`src/rtl/branch_resolve.sv`:
```
// -----------------------------------------------------------------------------
// branch_resolve
//
// EX-stage partner of the fetch PC-select logic. Every taken prediction made
// by fetch is recorded (its fall-through PC) in a small FIFO. When EX resolves
// the oldest prediction, the entry is retired. A wrong prediction redirects
// fetch to the recorded fall-through PC (branch_undo / pc_not_taken). A
// register-indirect jump redirects fetch to its target (pcr_take / pcr). Every
// redirect clears the queue and holds flush high for FLUSH_CYCLES non-stalled
// cycles, counting the redirect cycle itself.
//
// Optional build macro: BRANCH_STATS_EN adds the saturating statistics outputs
// stat_resolved and stat_mispredict.
//
// Ports:
//   clk, rst            clock; synchronous active-high reset
//   stall               freezes queue, FSM and counters; suppresses pulses
//   pred_valid          push pred_pc_not_taken (fetch predicted taken)
//   pred_pc_not_taken   fall-through PC of the predicted branch
//   res_valid/res_taken resolution of the oldest predicted branch
//   jr_valid/jr_target  register-indirect jump executed in EX
//   branch_undo         1-cycle pulse, fetch restarts at pc_not_taken
//   pc_not_taken        restart PC (holds between redirects)
//   pcr_take            1-cycle pulse, fetch jumps to pcr
//   pcr                 jump target (holds between redirects)
//   flush               kill wrong-path instructions in IF/ID
//   pred_full           queue holds DEPTH entries
//   pred_count          queue occupancy
//   mispredict_err      sticky: resolution seen with an empty queue
//   stat_resolved       (BRANCH_STATS_EN) accepted resolutions, saturating
//   stat_mispredict     (BRANCH_STATS_EN) mispredicts, saturating
// -----------------------------------------------------------------------------
module branch_resolve #(
    parameter int DEPTH        = 4,
    parameter int FLUSH_CYCLES = 2
) (
    input  logic                         clk,
    input  logic                         rst,
    input  logic                         stall,
    input  logic                         pred_valid,
    input  logic [31:0]                  pred_pc_not_taken,
    input  logic                         res_valid,
    input  logic                         res_taken,
    input  logic                         jr_valid,
    input  logic [31:0]                  jr_target,
    output logic                         branch_undo,
    output logic [31:0]                  pc_not_taken,
    output logic                         pcr_take,
    output logic [31:0]                  pcr,
    output logic                         flush,
    output logic                         pred_full,
    output logic [$clog2(DEPTH+1)-1:0]   pred_count,
    output logic                         mispredict_err
`ifdef BRANCH_STATS_EN
    ,
    output logic [15:0]                  stat_resolved,
    output logic [15:0]                  stat_mispredict
`endif
);

    localparam int CW = $clog2(DEPTH + 1);
    localparam int PW = $clog2(DEPTH);
    localparam int FW = $clog2(FLUSH_CYCLES + 1);

    localparam logic [CW-1:0] DEPTH_C = CW'(DEPTH);
    localparam logic [CW-1:0] CNT_ONE = CW'(1);
    localparam logic [PW-1:0] PTR_ONE = PW'(1);
    localparam logic [FW-1:0] FLUSH_C = FW'(FLUSH_CYCLES);
    localparam logic [FW-1:0] FL_ONE  = FW'(1);

    typedef enum logic [0:0] {
        ST_RUN   = 1'b0,
        ST_FLUSH = 1'b1
    } state_t;

    state_t          state_r;
    state_t          state_nxt_s;

    logic [31:0]     queue_r [DEPTH];
    logic [PW-1:0]   wr_ptr_r;
    logic [PW-1:0]   rd_ptr_r;
    logic [CW-1:0]   count_r;
    logic [CW-1:0]   count_nxt_s;
    logic [FW-1:0]   flush_left_r;
    logic [FW-1:0]   flush_left_nxt_s;

    logic            undo_r;
    logic            take_r;
    logic [31:0]     pnt_r;
    logic [31:0]     pcr_r;
    logic            flush_r;
    logic            full_r;
    logic            err_r;

    logic            undo_nxt_s;
    logic            take_nxt_s;
    logic [31:0]     pnt_nxt_s;
    logic [31:0]     pcr_nxt_s;
    logic            flush_nxt_s;

    logic            run_s;
    logic            full_s;
    logic            has_entry_s;
    logic            accept_res_s;
    logic            mispredict_s;
    logic            pop_s;
    logic            jump_s;
    logic            redirect_s;
    logic            push_s;
    logic            err_set_s;
    logic [31:0]     head_s;

    // Event decode: what the queue and redirect logic should do this cycle.
    always_comb begin
        run_s        = (state_r == ST_RUN) && !stall;
        full_s       = (count_r == DEPTH_C);
        has_entry_s  = (count_r != {CW{1'b0}});
        head_s       = queue_r[rd_ptr_r];
        accept_res_s = run_s && res_valid && has_entry_s;
        mispredict_s = accept_res_s && !res_taken;
        pop_s        = accept_res_s && res_taken;
        // A mispredict outranks a same-cycle register jump.
        jump_s       = run_s && jr_valid && !mispredict_s;
        redirect_s   = mispredict_s || jump_s;
        // A correct resolution frees a slot, so a full queue may still push.
        push_s       = run_s && pred_valid && !redirect_s && (!full_s || pop_s);
        err_set_s    = run_s && res_valid && !has_entry_s;
    end

    // Occupancy next-value; any redirect empties the queue.
    always_comb begin
        count_nxt_s = count_r;
        if (redirect_s) begin
            count_nxt_s = {CW{1'b0}};
        end else if (push_s && !pop_s) begin
            count_nxt_s = count_r + CNT_ONE;
        end else if (pop_s && !push_s) begin
            count_nxt_s = count_r - CNT_ONE;
        end else begin
            count_nxt_s = count_r;
        end
    end

    // FSM state register.
    always_ff @(posedge clk) begin
        if (rst) begin
            state_r <= ST_RUN;
        end else begin
            state_r <= state_nxt_s;
        end
    end

    // FSM next-state logic; the last non-stalled flush cycle returns to RUN.
    always_comb begin
        state_nxt_s = state_r;
        case (state_r)
            ST_RUN: begin
                if (redirect_s) begin
                    state_nxt_s = ST_FLUSH;
                end else begin
                    state_nxt_s = ST_RUN;
                end
            end
            ST_FLUSH: begin
                if (!stall && (flush_left_r == FL_ONE)) begin
                    state_nxt_s = ST_RUN;
                end else begin
                    state_nxt_s = ST_FLUSH;
                end
            end
            default: begin
                state_nxt_s = ST_RUN;
            end
        endcase
    end

    // FSM output logic: next values of the registered redirect/flush outputs.
    always_comb begin
        undo_nxt_s       = mispredict_s;
        take_nxt_s       = jump_s;
        pnt_nxt_s        = pnt_r;
        pcr_nxt_s        = pcr_r;
        flush_left_nxt_s = flush_left_r;
        if (mispredict_s) begin
            pnt_nxt_s = head_s;
        end else begin
            pnt_nxt_s = pnt_r;
        end
        if (jump_s) begin
            pcr_nxt_s = jr_target;
        end else begin
            pcr_nxt_s = pcr_r;
        end
        // The redirect cycle counts as the first flush cycle.
        if (redirect_s) begin
            flush_left_nxt_s = FLUSH_C;
        end else if ((state_r == ST_FLUSH) && !stall) begin
            flush_left_nxt_s = flush_left_r - FL_ONE;
        end else begin
            flush_left_nxt_s = flush_left_r;
        end
        flush_nxt_s = (state_nxt_s == ST_FLUSH);
    end

    // Registered outputs and flush countdown.
    always_ff @(posedge clk) begin
        if (rst) begin
            undo_r       <= 1'b0;
            take_r       <= 1'b0;
            pnt_r        <= 32'h0000_0000;
            pcr_r        <= 32'h0000_0000;
            flush_r      <= 1'b0;
            full_r       <= 1'b0;
            err_r        <= 1'b0;
            flush_left_r <= {FW{1'b0}};
        end else begin
            undo_r       <= undo_nxt_s;
            take_r       <= take_nxt_s;
            pnt_r        <= pnt_nxt_s;
            pcr_r        <= pcr_nxt_s;
            flush_r      <= flush_nxt_s;
            full_r       <= (count_nxt_s == DEPTH_C);
            err_r        <= err_r | err_set_s;
            flush_left_r <= flush_left_nxt_s;
        end
    end

    // Prediction FIFO storage, pointers and occupancy.
    always_ff @(posedge clk) begin
        if (rst) begin
            for (int i = 0; i < DEPTH; i++) begin
                queue_r[i] <= 32'h0000_0000;
            end
            wr_ptr_r <= {PW{1'b0}};
            rd_ptr_r <= {PW{1'b0}};
            count_r  <= {CW{1'b0}};
        end else if (redirect_s) begin
            wr_ptr_r <= {PW{1'b0}};
            rd_ptr_r <= {PW{1'b0}};
            count_r  <= {CW{1'b0}};
        end else begin
            if (push_s) begin
                queue_r[wr_ptr_r] <= pred_pc_not_taken;
                wr_ptr_r          <= wr_ptr_r + PTR_ONE;
            end
            if (pop_s) begin
                rd_ptr_r <= rd_ptr_r + PTR_ONE;
            end
            count_r <= count_nxt_s;
        end
    end

`ifdef BRANCH_STATS_EN
    logic [15:0] stat_res_r;
    logic [15:0] stat_mis_r;

    // Saturating resolution / mispredict counters.
    always_ff @(posedge clk) begin
        if (rst) begin
            stat_res_r <= 16'h0000;
            stat_mis_r <= 16'h0000;
        end else begin
            if (accept_res_s && (stat_res_r != 16'hFFFF)) begin
                stat_res_r <= stat_res_r + 16'h0001;
            end
            if (mispredict_s && (stat_mis_r != 16'hFFFF)) begin
                stat_mis_r <= stat_mis_r + 16'h0001;
            end
        end
    end

    assign stat_resolved   = stat_res_r;
    assign stat_mispredict = stat_mis_r;
`endif

    assign branch_undo    = undo_r;
    assign pcr_take       = take_r;
    assign pc_not_taken   = pnt_r;
    assign pcr            = pcr_r;
    assign flush          = flush_r;
    assign pred_full      = full_r;
    assign pred_count     = count_r;
    assign mispredict_err = err_r;

endmodule

```
`config.mk`:
```
export PLATFORM = sky130hd
export DESIGN_NAME = branch_resolve
export DESIGN_NICKNAME = d
export VERILOG_FILES = /design/src/rtl/branch_resolve.sv
export SDC_FILE = /design/constraint.sdc
export NUM_CORES = 1
export LEC_CHECK = 0
export CORE_UTILIZATION = 45
export CTS_CLUSTER_DIAMETER = 40
export DETAILED_ROUTE_END_ITERATION = 12
export PLACE_DENSITY = 0.68
export SYNTH_ARGS = -nofsm -noshare
export SYNTH_HDL_FRONTEND = slang
export SYNTH_SLANG_ARGS = --single-unit
```
`constraint.sdc`:
```
create_clock -name clk -period 6 [get_ports clk]
set_input_delay 1.8 -clock clk [delete_from_list [all_inputs] [get_ports clk]]
set_output_delay 1.8 -clock clk [all_outputs]
set_load 0.01 [all_outputs]
```
==> results of run 1 <==
[synthesized netlist by cell type (2+ instances only)]
cell type,instances
nand2b_1,3
nor2b_1,2
dfxtp_1,78
nor3b_1,3
buf_1,3
clkbuf_1,38
nand2_1,131
inv_1,10
xnor2_1,3
nand3_1,2
buf_2,2
and2_1,128
nor4_4,2
o21ai_0,3
ha_1,4
a311o_1,2
o31ai_1,2
nor2_1,10
nand4bb_1,2
mux4_2,32
nor3_1,2
a21oi_1,70
edfxtp_1,128
or3_1,4
[layer usage]
metal	wire (um)	vias up
met3	1270	32
li1	-	2680
met2	9100	200
met5	0	-
met4	399	0
met1	7880	2738
[power groups by stage]
stage	clock network, mW	registers, mW	logic (mW)
floorplan	0	1.61	0.106
global placement	0	1.61	0.230
detailed placement	0	1.61	0.236
CTS	1.70	1.58	0.237
global route	1.78	1.58	0.254
finish	1.67	1.58	0.235
[logic make-up after synthesis]
kind of cell	count (synthesis)	synth area share
adder cells (fa/ha/maj)	4	0.00590
flip-flops	206	0.637
multiplexers	33	0.0863
AND/OR/NAND/NOR	297	0.185
buffers and inverters	53	0.0237
AO/OA/AOI/OAI	87	0.0581
XOR/XNOR	4	0.00413
[worst paths after layout]
kind	depth (start not counted)	slack, ps	start	endpoint
worst max-delay path	5	1530	stall	queue_r[1][4]
worst max register to register	4	2950	flush	queue_r[1][4]
worst min register to register	2	450	pcr[14]	pcr[14]
worst min-delay path	2	450	pcr[14]	pcr[14]
[state kept, by name (all words and copies together), names as in the netlist]
register,flops
pcr_take,1
pcr,32
pred_count,3
rd_ptr_r,2
flush,1
pred_full,1
queue_r,128
flush_left_r,2
pc_not_taken,32
wr_ptr_r,2
branch_undo,1
mispredict_err,1
[per-stage QoR]
step / total power [mW] / worst slack, ps
2_1_floorplan: 1.72 / 259
3_3_place_gp: 1.84 / 1040
3_5_place_dp: 1.85 / 969
4_1_cts: 3.52 / 1530
5_1_grt: 3.61 / 1400
6_report: 3.49 / 1530
[cell type report]
class | count | area (um^2) | share of cell area
clock inverter | 20 | 199 | 0.0178
sequential | 206 | 5410 | 0.485
clock buffer | 34 | 786 | 0.0705
timing repair buffer | 151 | 1480 | 0.133
multi-input combinational | 425 | 2950 | 0.264
tap | 229 | 287 | 0.0257
inverter | 10 | 37.5 | 0.00337
[tightest hold or removal path, delay by kind of cell (launching register included)]
kind	cells	cell delay [ps]
flip-flops	1	300
AO/OA/AOI/OAI	1	50
AND/OR/NAND/NOR	1	50
==> results.py, run 1 <==
metrics = {
    "outcome": {
        "status": "completed",
    },
    "drt": {
        "first_pass_iters": 4,
        "drt_wl_total_um": 18700,
        "drc_errors": 0,
        "wl_per_cell_um": 17.3,
        "vias": 5650,
        "drtIter0Drc": 248,
        "viasPerCell": 5.26,
        "ant_nets": 0,
    },
    "grt": {
        "grt_pass1_wl_um": 29600,
        "busiest_layer": "met2",
        "antenna_found_initial": 0,
        "grt_use_met1": 0.249,
        "grtUsageMet2": 0.331,
        "grt.met3_usage": 0.0372,
        "grt_pass1_vias": 5683,
        "gr-total-overflow": 0,
        "groute.usage.overall": 0.194,
        "grt_start_max_net_pins": 71,
    },
    "cells_and_area": {
        "final_common_cell": "clkdlybuf4s50_1",
        "drive_gt1_frac": 0.132,
        "finalNetCount": 898,
        "diodes": 0,
        "n_fill_cell": 1418,
        "layout_common_cells": "clkdlybuf4s50_1 (141), nand2_1 (130), and2_1 (128), edfxtp_1 (128), dfxtp_1 (76)",
        "stdcell_count": 1075,
        "utilization": 0.612,
        "syn2layout_area_growth_pct": 31.4,
        "fin_area_mm2": 0.0111,
    },
    "synth": {
        "synth_area_leaders": "edfxtp_1 (45%), dfxtp_1 (18%), and2_1 (9.4%)",
        "syn_nets": 759,
        "synth_ff_type": "edfxtp_1",
        "synth.yosys.seq_area_share": 0.637,
        "synth_top_area_share": 0.453,
        "synth_edf_count": 128,
        "synth_area_leader_cell": "edfxtp_1",
        "ys_seq_elements": 206,
        "netlist_area_mm2": 0.00848,
        "synthDistinctLibCells": 44,
        "ys_warn_count": 0,
        "synthArstFlopShare": 0,
        "avgSynthCellArea_um2": 12.4,
        "netlist_instances": 684,
    },
    "cts": {
        "post_cts_buffers": 0,
        "cts.hold.buffers_added": 0,
        "cts_tree": "done",
        "htree_levels": 1,
        "root_buffer": "clkbuf_16",
        "numClockSinks": 206,
        "clock_latency_ps": 540,
        "post_cts_resized": 0,
        "numCtsBuffers": 29,
        "path_clk_slew_ps": 60,
        "clockBufferDepth": 3,
    },
    "worst_setup_path": {
        "crit_slowest_cell": "or4b_1",
        "crit_required_ps": 6160,
        "crit_path_end_kind": "flip-flop",
        "path_cells": "clkdlybuf4s50_1 > or4b_1 > a311o_1 > or3_1 > nand2_2",
        "crit_buf_inv": 1,
        "arrival_ps": 4630,
        "cp_top_family": "simple AND/OR/NAND/NOR gates",
        "cp-start-kind": "input port",
        "critPathMaxFanout": 32,
        "crit_type": "input port to flip-flop",
        "cpPeakStageDelay_ps": 670,
    },
    "die": {
        "die_area_mm2": 0.0194,
        "fp.dieW_um": 139,
        "rows": 49,
        "core-area_mm2": 0.0182,
        "pin_count": 143,
        "die_h_um": 139,
        "initial_core_util": 0.466,
    },
    "power": {
        "p_int_mw": 2.68,
        "power_density_mw_per_mm2": 313,
        "switching_share": 0.231,
        "p_leak_nw": 3.92,
        "seqPwrFrac": 0.453,
        "p_switching_mw": 0.806,
        "peakVddDrop_mv": 0.240,
        "p_clk_frac": 0.480,
        "power_frac_comb": 0.067,
    },
    "timing": {
        "fmax_mhz": 224,
        "drv_slew": 0,
        "fin_tns_setup_ps": 0,
        "hold_viol": 0,
        "fin_skew_ps": 11.4,
        "setup_viol": 0,
        "finalCriticalPeriod_ps": 4470,
        "rsz0062_at_grt": "false",
        "fin_crit_sh": 0.745,
        "hold_ws_ps": 452,
        "tightestPinTransition_ps": 1180,
        "slew_headroom": 0.209,
    },
    "placement": {
        "dp_hpwl_um": 11300,
        "gp_congestion": 0.784,
        "place_area_mm2": 0.0102,
        "dpl.cell_count": 1021,
        "numPortBuffers": 142,
    },
    "run": {
        "max-cap-violations": 0,
    },
    "hold_path": {
        "hold_path_class": "flip-flop to flip-flop",
    },
}
Power figures use the tool's default switching activity.
==> run 2, diff against run 1 <==
- clock period: 6 -> 3.75 ns (I/O delays scaled with it)
==> run 2 against run 1 <==
Global-route usage rose by 0.56 points. Non-clock buffer count grew 20. Clock power rose by 69%. Flip-flop and latch count stayed put. Clock-buffer cell count decreased by 1. Sequential power is 60% higher. Clock skew decreased by 2.4 ps. Via count down 0.73%. Sequential share of layout area fell by 1.1 points. Register-to-register slack got worse by 1600 ps. Largest cell class unchanged. Highest routed layer unchanged.
==> results.py, run 2 (same netlist as run 1, synthesis figures left out) <==
metrics = {
    "outcome": {
        "status": "completed",
    },
    "grt": {
        "antenna_found_initial": 0,
        "grt_start_max_net_pins": 70,
        "grt_pass1_vias": 5825,
        "grt_pass1_wl_um": 30300,
        "groute.usage.overall": 0.199,
        "gr-total-overflow": 0,
    },
    "cts": {
        "clock_latency_ps": 530,
        "post_cts_buffers": 0,
        "root_buffer": "clkbuf_16",
        "numClockSinks": 206,
        "htree_levels": 1,
        "clockBufferDepth": 3,
        "cts.hold.buffers_added": 0,
        "cts_tree": "done",
        "path_clk_slew_ps": 50,
        "numCtsBuffers": 29,
        "post_cts_resized": 0,
    },
    "timing": {
        "hold_viol": 0,
        "fin_tns_setup_ps": 0,
        "rsz0062_at_grt": "false",
        "fin_crit_sh": 0.801,
        "setup_viol": 0,
        "fmax_mhz": 333,
        "finalCriticalPeriod_ps": 3000,
        "drv_slew": 0,
        "fin_skew_ps": 8.97,
        "slew_headroom": 0.380,
        "tightestPinTransition_ps": 929,
    },
    "power": {
        "seqPwrFrac": 0.440,
        "power_frac_comb": 0.069,
        "p_leak_nw": 4.06,
        "peakVddDrop_mv": 0.379,
        "p_clk_frac": 0.491,
        "switching_share": 0.215,
        "p_int_mw": 4.51,
        "power_density_mw_per_mm2": 504,
        "p_switching_mw": 1.24,
    },
    "die": {
        "fp.dieW_um": 139,
        "rows": 49,
        "initial_core_util": 0.466,
        "core-area_mm2": 0.0182,
        "die_area_mm2": 0.0194,
        "pin_count": 143,
        "die_h_um": 139,
    },
    "cells_and_area": {
        "n_fill_cell": 1372,
        "syn2layout_area_growth_pct": 34.5,
        "drive_gt1_frac": 0.151,
        "layout_common_cells": "clkdlybuf4s50_1 (141), nand2_1 (130), and2_1 (128), edfxtp_1 (128), dfxtp_1 (76)",
        "stdcell_count": 1095,
        "regMostFlops": "queue_r",
        "largest_register_ffs": 128,
        "diodes": 0,
        "finalNetCount": 918,
        "final_common_cell": "clkdlybuf4s50_1",
    },
    "placement": {
        "dp_hpwl_um": 12200,
        "dpl.cell_count": 1041,
        "numPortBuffers": 142,
        "gp_congestion": 0.811,
    },
    "worst_setup_path": {
        "cpPeakStageDelay_ps": 560,
        "cp-start-kind": "input port",
        "reg2reg_from": "flush",
        "crit_type": "input port to flip-flop",
        "crit_required_ps": 3980,
        "path_cells": "clkdlybuf4s50_1 > or4b_1 > a311o_1 > buf_4 > o31ai_4 > buf_12",
        "cp_top_family": "buffers and inverters",
        "crit_buf_inv": 3,
        "arrival_ps": 3230,
        "crit_slowest_cell": "or4b_1",
        "critPathMaxFanout": 25,
        "crit_path_end_kind": "flip-flop",
        "crit_start": "stall",
    },
    "drt": {
        "first_pass_iters": 4,
        "wl_per_cell_um": 17.3,
        "drt_wl_total_um": 18900,
        "vias": 5609,
        "ant_nets": 0,
        "viasPerCell": 5.12,
        "drc_errors": 0,
        "drtIter0Drc": 244,
    },
    "run": {
        "max-cap-violations": 0,
    },
    "hold_path": {
        "hold_path_class": "flip-flop to flip-flop",
        "min_from": "pc_not_taken[3]",
    },
}
## run 2: changes by cell type in the layout (fill, tap and decap cells not counted), sizes merged
| cell | delta |
|---|---|
| clkinv | +2 |
| bufinv | +4 |
| clkbuf | -1 |
| inv | -5 |
| buf | +20 |
## run 2: worst reg2reg max path: cells and delay by family (launching register included)
| kind | cells | cell delay (ps) |
|---|---|---|
| DFF | 1 | 390 |
| AOI/OAI and AO/OA | 2 | 640 |
| and+or+nand+nor | 1 | 580 |
| buffers and inverters | 2 | 430 |
## run 2: power by group through the flow
stage	clock network [mW]	registers, mW	logic, mW
floorplan	0	2.58	0.171
global placement	0	2.57	0.389
detailed placement	0	2.58	0.397
CTS	2.88	2.53	0.400
global route	2.98	2.54	0.429
finish	2.83	2.53	0.396
## run 2: path summary, 6_finish.rpt
check,endpoint,slack (ps),cells after the start
worst max-delay path,queue_r[3][18],750,6
worst min register to register,pc_not_taken[3],450,2
worst min-delay path,pc_not_taken[3],450,2
worst max register to register,queue_r[3][18],1400,5
## run 2: metrics by stage
step	setup slack [ps]	hold WS, ps	cell area [um^2]	power, mW	util
2_1_floorplan	-342	481	8490	2.75	-
3_3_place_gp	259	443	10400	2.96	0.570
3_5_place_dp	230	447	10400	2.97	0.570
4_1_cts	768	454	11400	5.81	0.627
5_1_grt	692	471	11400	5.95	0.627
6_report	747	452	11400	5.75	0.627
## run 2: cell type report
| cell class | instances | area, um^2 | area share |
|---|---|---|---|
| tap | 229 | 287 | 0.0251 |
| sequential | 206 | 5410 | 0.474 |
| timing repair buffer | 171 | 1700 | 0.149 |
| clock inverter | 21 | 274 | 0.0240 |
| inverter | 10 | 37.5 | 0.00329 |
| clock buffer | 33 | 761 | 0.0667 |
| multi-input combinational | 425 | 2950 | 0.258 |
## run 2: routing by layer
metal | global-route usage | up-vias | part of all wire
met4 | 0.0667 | 0 | 0.016
met1 | 0.239 | 2697 | 0.41
li1 | - | 2723 | -
met3 | 0.0389 | 26 | 0.062
met5 | 0 | - | 0
met2 | 0.357 | 163 | 0.51
==> run 3, diff against run 2 <==
- clock period: 3.75 -> 2.72 ns (I/O delays scaled with it)
==> run 3 against run 2 <==
Sequential share of layout area is 0.52 points lower. Utilization is 0.70 points higher. Flip-flop and latch count is the same. Global-route usage rose by 0.11 points. Clock-buffer cell count is 4 higher. Non-clock buffer count rose by 8. Sequential power is 38% higher. Combinational power increased by 43%. Largest power group unchanged.
==> results.py, run 3 (same netlist as run 1, synthesis figures left out) <==
metrics = {
    "cts": {
        "clockBufferDepth": 3,
        "path_clk_slew_ps": 60,
        "cts_tree": "done",
        "root_buffer": "clkbuf_16",
        "numClockSinks": 206,
        "post_cts_buffers": 0,
        "clock_latency_ps": 530,
        "numCtsBuffers": 29,
        "htree_levels": 1,
    },
    "power": {
        "peakVddDrop_mv": 0.738,
        "power_mw": 7.91,
        "p_leak_nw": 4.13,
        "power_density_mw_per_mm2": 685,
    },
    "timing": {
        "fin_crit_sh": 0.992,
        "fin_skew_ps": 8.31,
        "fmax_mhz": 371,
        "slew_headroom": 0.409,
        "drv_slew": 0,
        "rsz0062_at_grt": "true",
        "finalCriticalPeriod_ps": 2700,
        "hold_viol": 0,
        "tightestPinTransition_ps": 887,
        "layout_setup_ws_ps": 21.0,
        "setup_viol": 0,
    },
    "die": {
        "die_h_um": 139,
        "initial_core_util": 0.466,
        "pin_count": 143,
        "fp.dieW_um": 139,
        "core-area_mm2": 0.0182,
        "die_area_mm2": 0.0194,
        "rows": 49,
    },
    "worst_setup_path": {
        "critPathMaxFanout": 32,
        "arrival_ps": 2900,
        "crit_required_ps": 2920,
        "crit_type": "input port to flip-flop",
        "cp-start-kind": "input port",
        "crit_path_end_kind": "flip-flop",
    },
    "cells_and_area": {
        "final_common_cell": "clkdlybuf4s50_1",
        "fin_area_mm2": 0.0115,
        "diodes": 0,
        "drive_gt1_frac": 0.160,
        "finalNetCount": 926,
        "syn2layout_area_growth_pct": 36.0,
        "regMostFlops": "queue_r",
        "layout_common_cells": "clkdlybuf4s50_1 (141), nand2_1 (130), and2_1 (128), edfxtp_1 (128), dfxtp_1 (76)",
        "largest_register_ffs": 128,
        "stdcell_count": 1103,
    },
    "grt": {
        "grt_pass1_vias": 5887,
        "grt_start_max_net_pins": 53,
        "grt_pass1_wl_um": 30600,
        "antenna_found_initial": 0,
        "gr-total-overflow": 0,
        "groute.usage.overall": 0.200,
    },
    "placement": {
        "dp_hpwl_um": 12700,
        "place_area_mm2": 0.0105,
        "dpl.cell_count": 1049,
        "pre_cts_ws_ps": -510,
        "gp_congestion": 0.826,
        "numPortBuffers": 142,
    },
    "drt": {
        "drtIter0Drc": 258,
        "wl_per_cell_um": 17.3,
        "ant_nets": 0,
        "drc_errors": 0,
        "drt_wl_total_um": 19100,
        "first_pass_iters": 4,
        "viasPerCell": 5.22,
        "vias": 5753,
    },
    "outcome": {
        "status": "completed",
    },
    "run": {
        "max-cap-violations": 0,
    },
    "hold_path": {
        "hold_path_class": "flip-flop to flip-flop",
    },
}
[run 3: cell types whose count changed in the layout (fill, tap and decap cells not counted), sizes merged]
cell and change:
bufinv -2, clkbuf +4, clkinv -2, buf +8
[run 3: repair_timing]
| action | 4_1_cts | 5_1_grt |
|---|---|---|
| hold buffers | 0 | 0 |
| endpoints found under the setup margin | 0 | 64 |
| hold endpoints to repair | 0 | 0 |
| gates resized for setup | 0 | 1 |
[run 3: worst paths after layout]
check                         from          endpoint  slack [ps]  cells after the start
setup / recovery        pred_valid    queue_r[1][11]          20                      5
hold / removal    pc_not_taken[17]  pc_not_taken[17]         450                      2
setup reg to reg             flush    queue_r[1][11]         330                      4
hold reg to reg   pc_not_taken[17]  pc_not_taken[17]         450                      2
[run 3: area by class of cell]
type | instances | area, um^2
Timing Repair Buffer | 179 | 1810
Multi-Input combinational cell | 425 | 2970
Inverter | 10 | 37.5
Clock inverter | 17 | 190
Sequential cell | 206 | 5410
Tap cell | 229 | 287
Fill cell | 1375 | 6670
Clock buffer | 37 | 840
[run 3: per-layer routing]
metal / vias up / global-route usage / routed length, um
met4: 0 / 0.0550 / 372
met5: - / 0 / 0
li1: 2739 / - / -
met1: 2798 / 0.248 / 7950
met2: 192 / 0.356 / 9550
met3: 24 / 0.0396 / 1200
[run 3: power breakdown]
group,total (mW),switching [mW],leakage (nW),internal [mW]
clock network,3.85,1.37,0.494,2.48
logic,0.565,0.273,1.67,0.292
registers,3.49,0.0499,1.96,3.44
total,7.91,1.70,4.13,6.21
[run 3: critical path, cell delays in order]
cell	delay, ps
clkdlybuf4s50_1	500
or4b_4	490
a311o_2	350
or3_1	420
nand2_8	290
[run 3: metrics by stage]
step,setup TNS [ps],util,hold slack [ps]
CTS,0,0.633,456
finish,0,0.634,454
detailed placement,-79920,0.577,448
global placement,-75730,0.577,444
floorplan,-38490,-,481
global route,-484,0.634,468
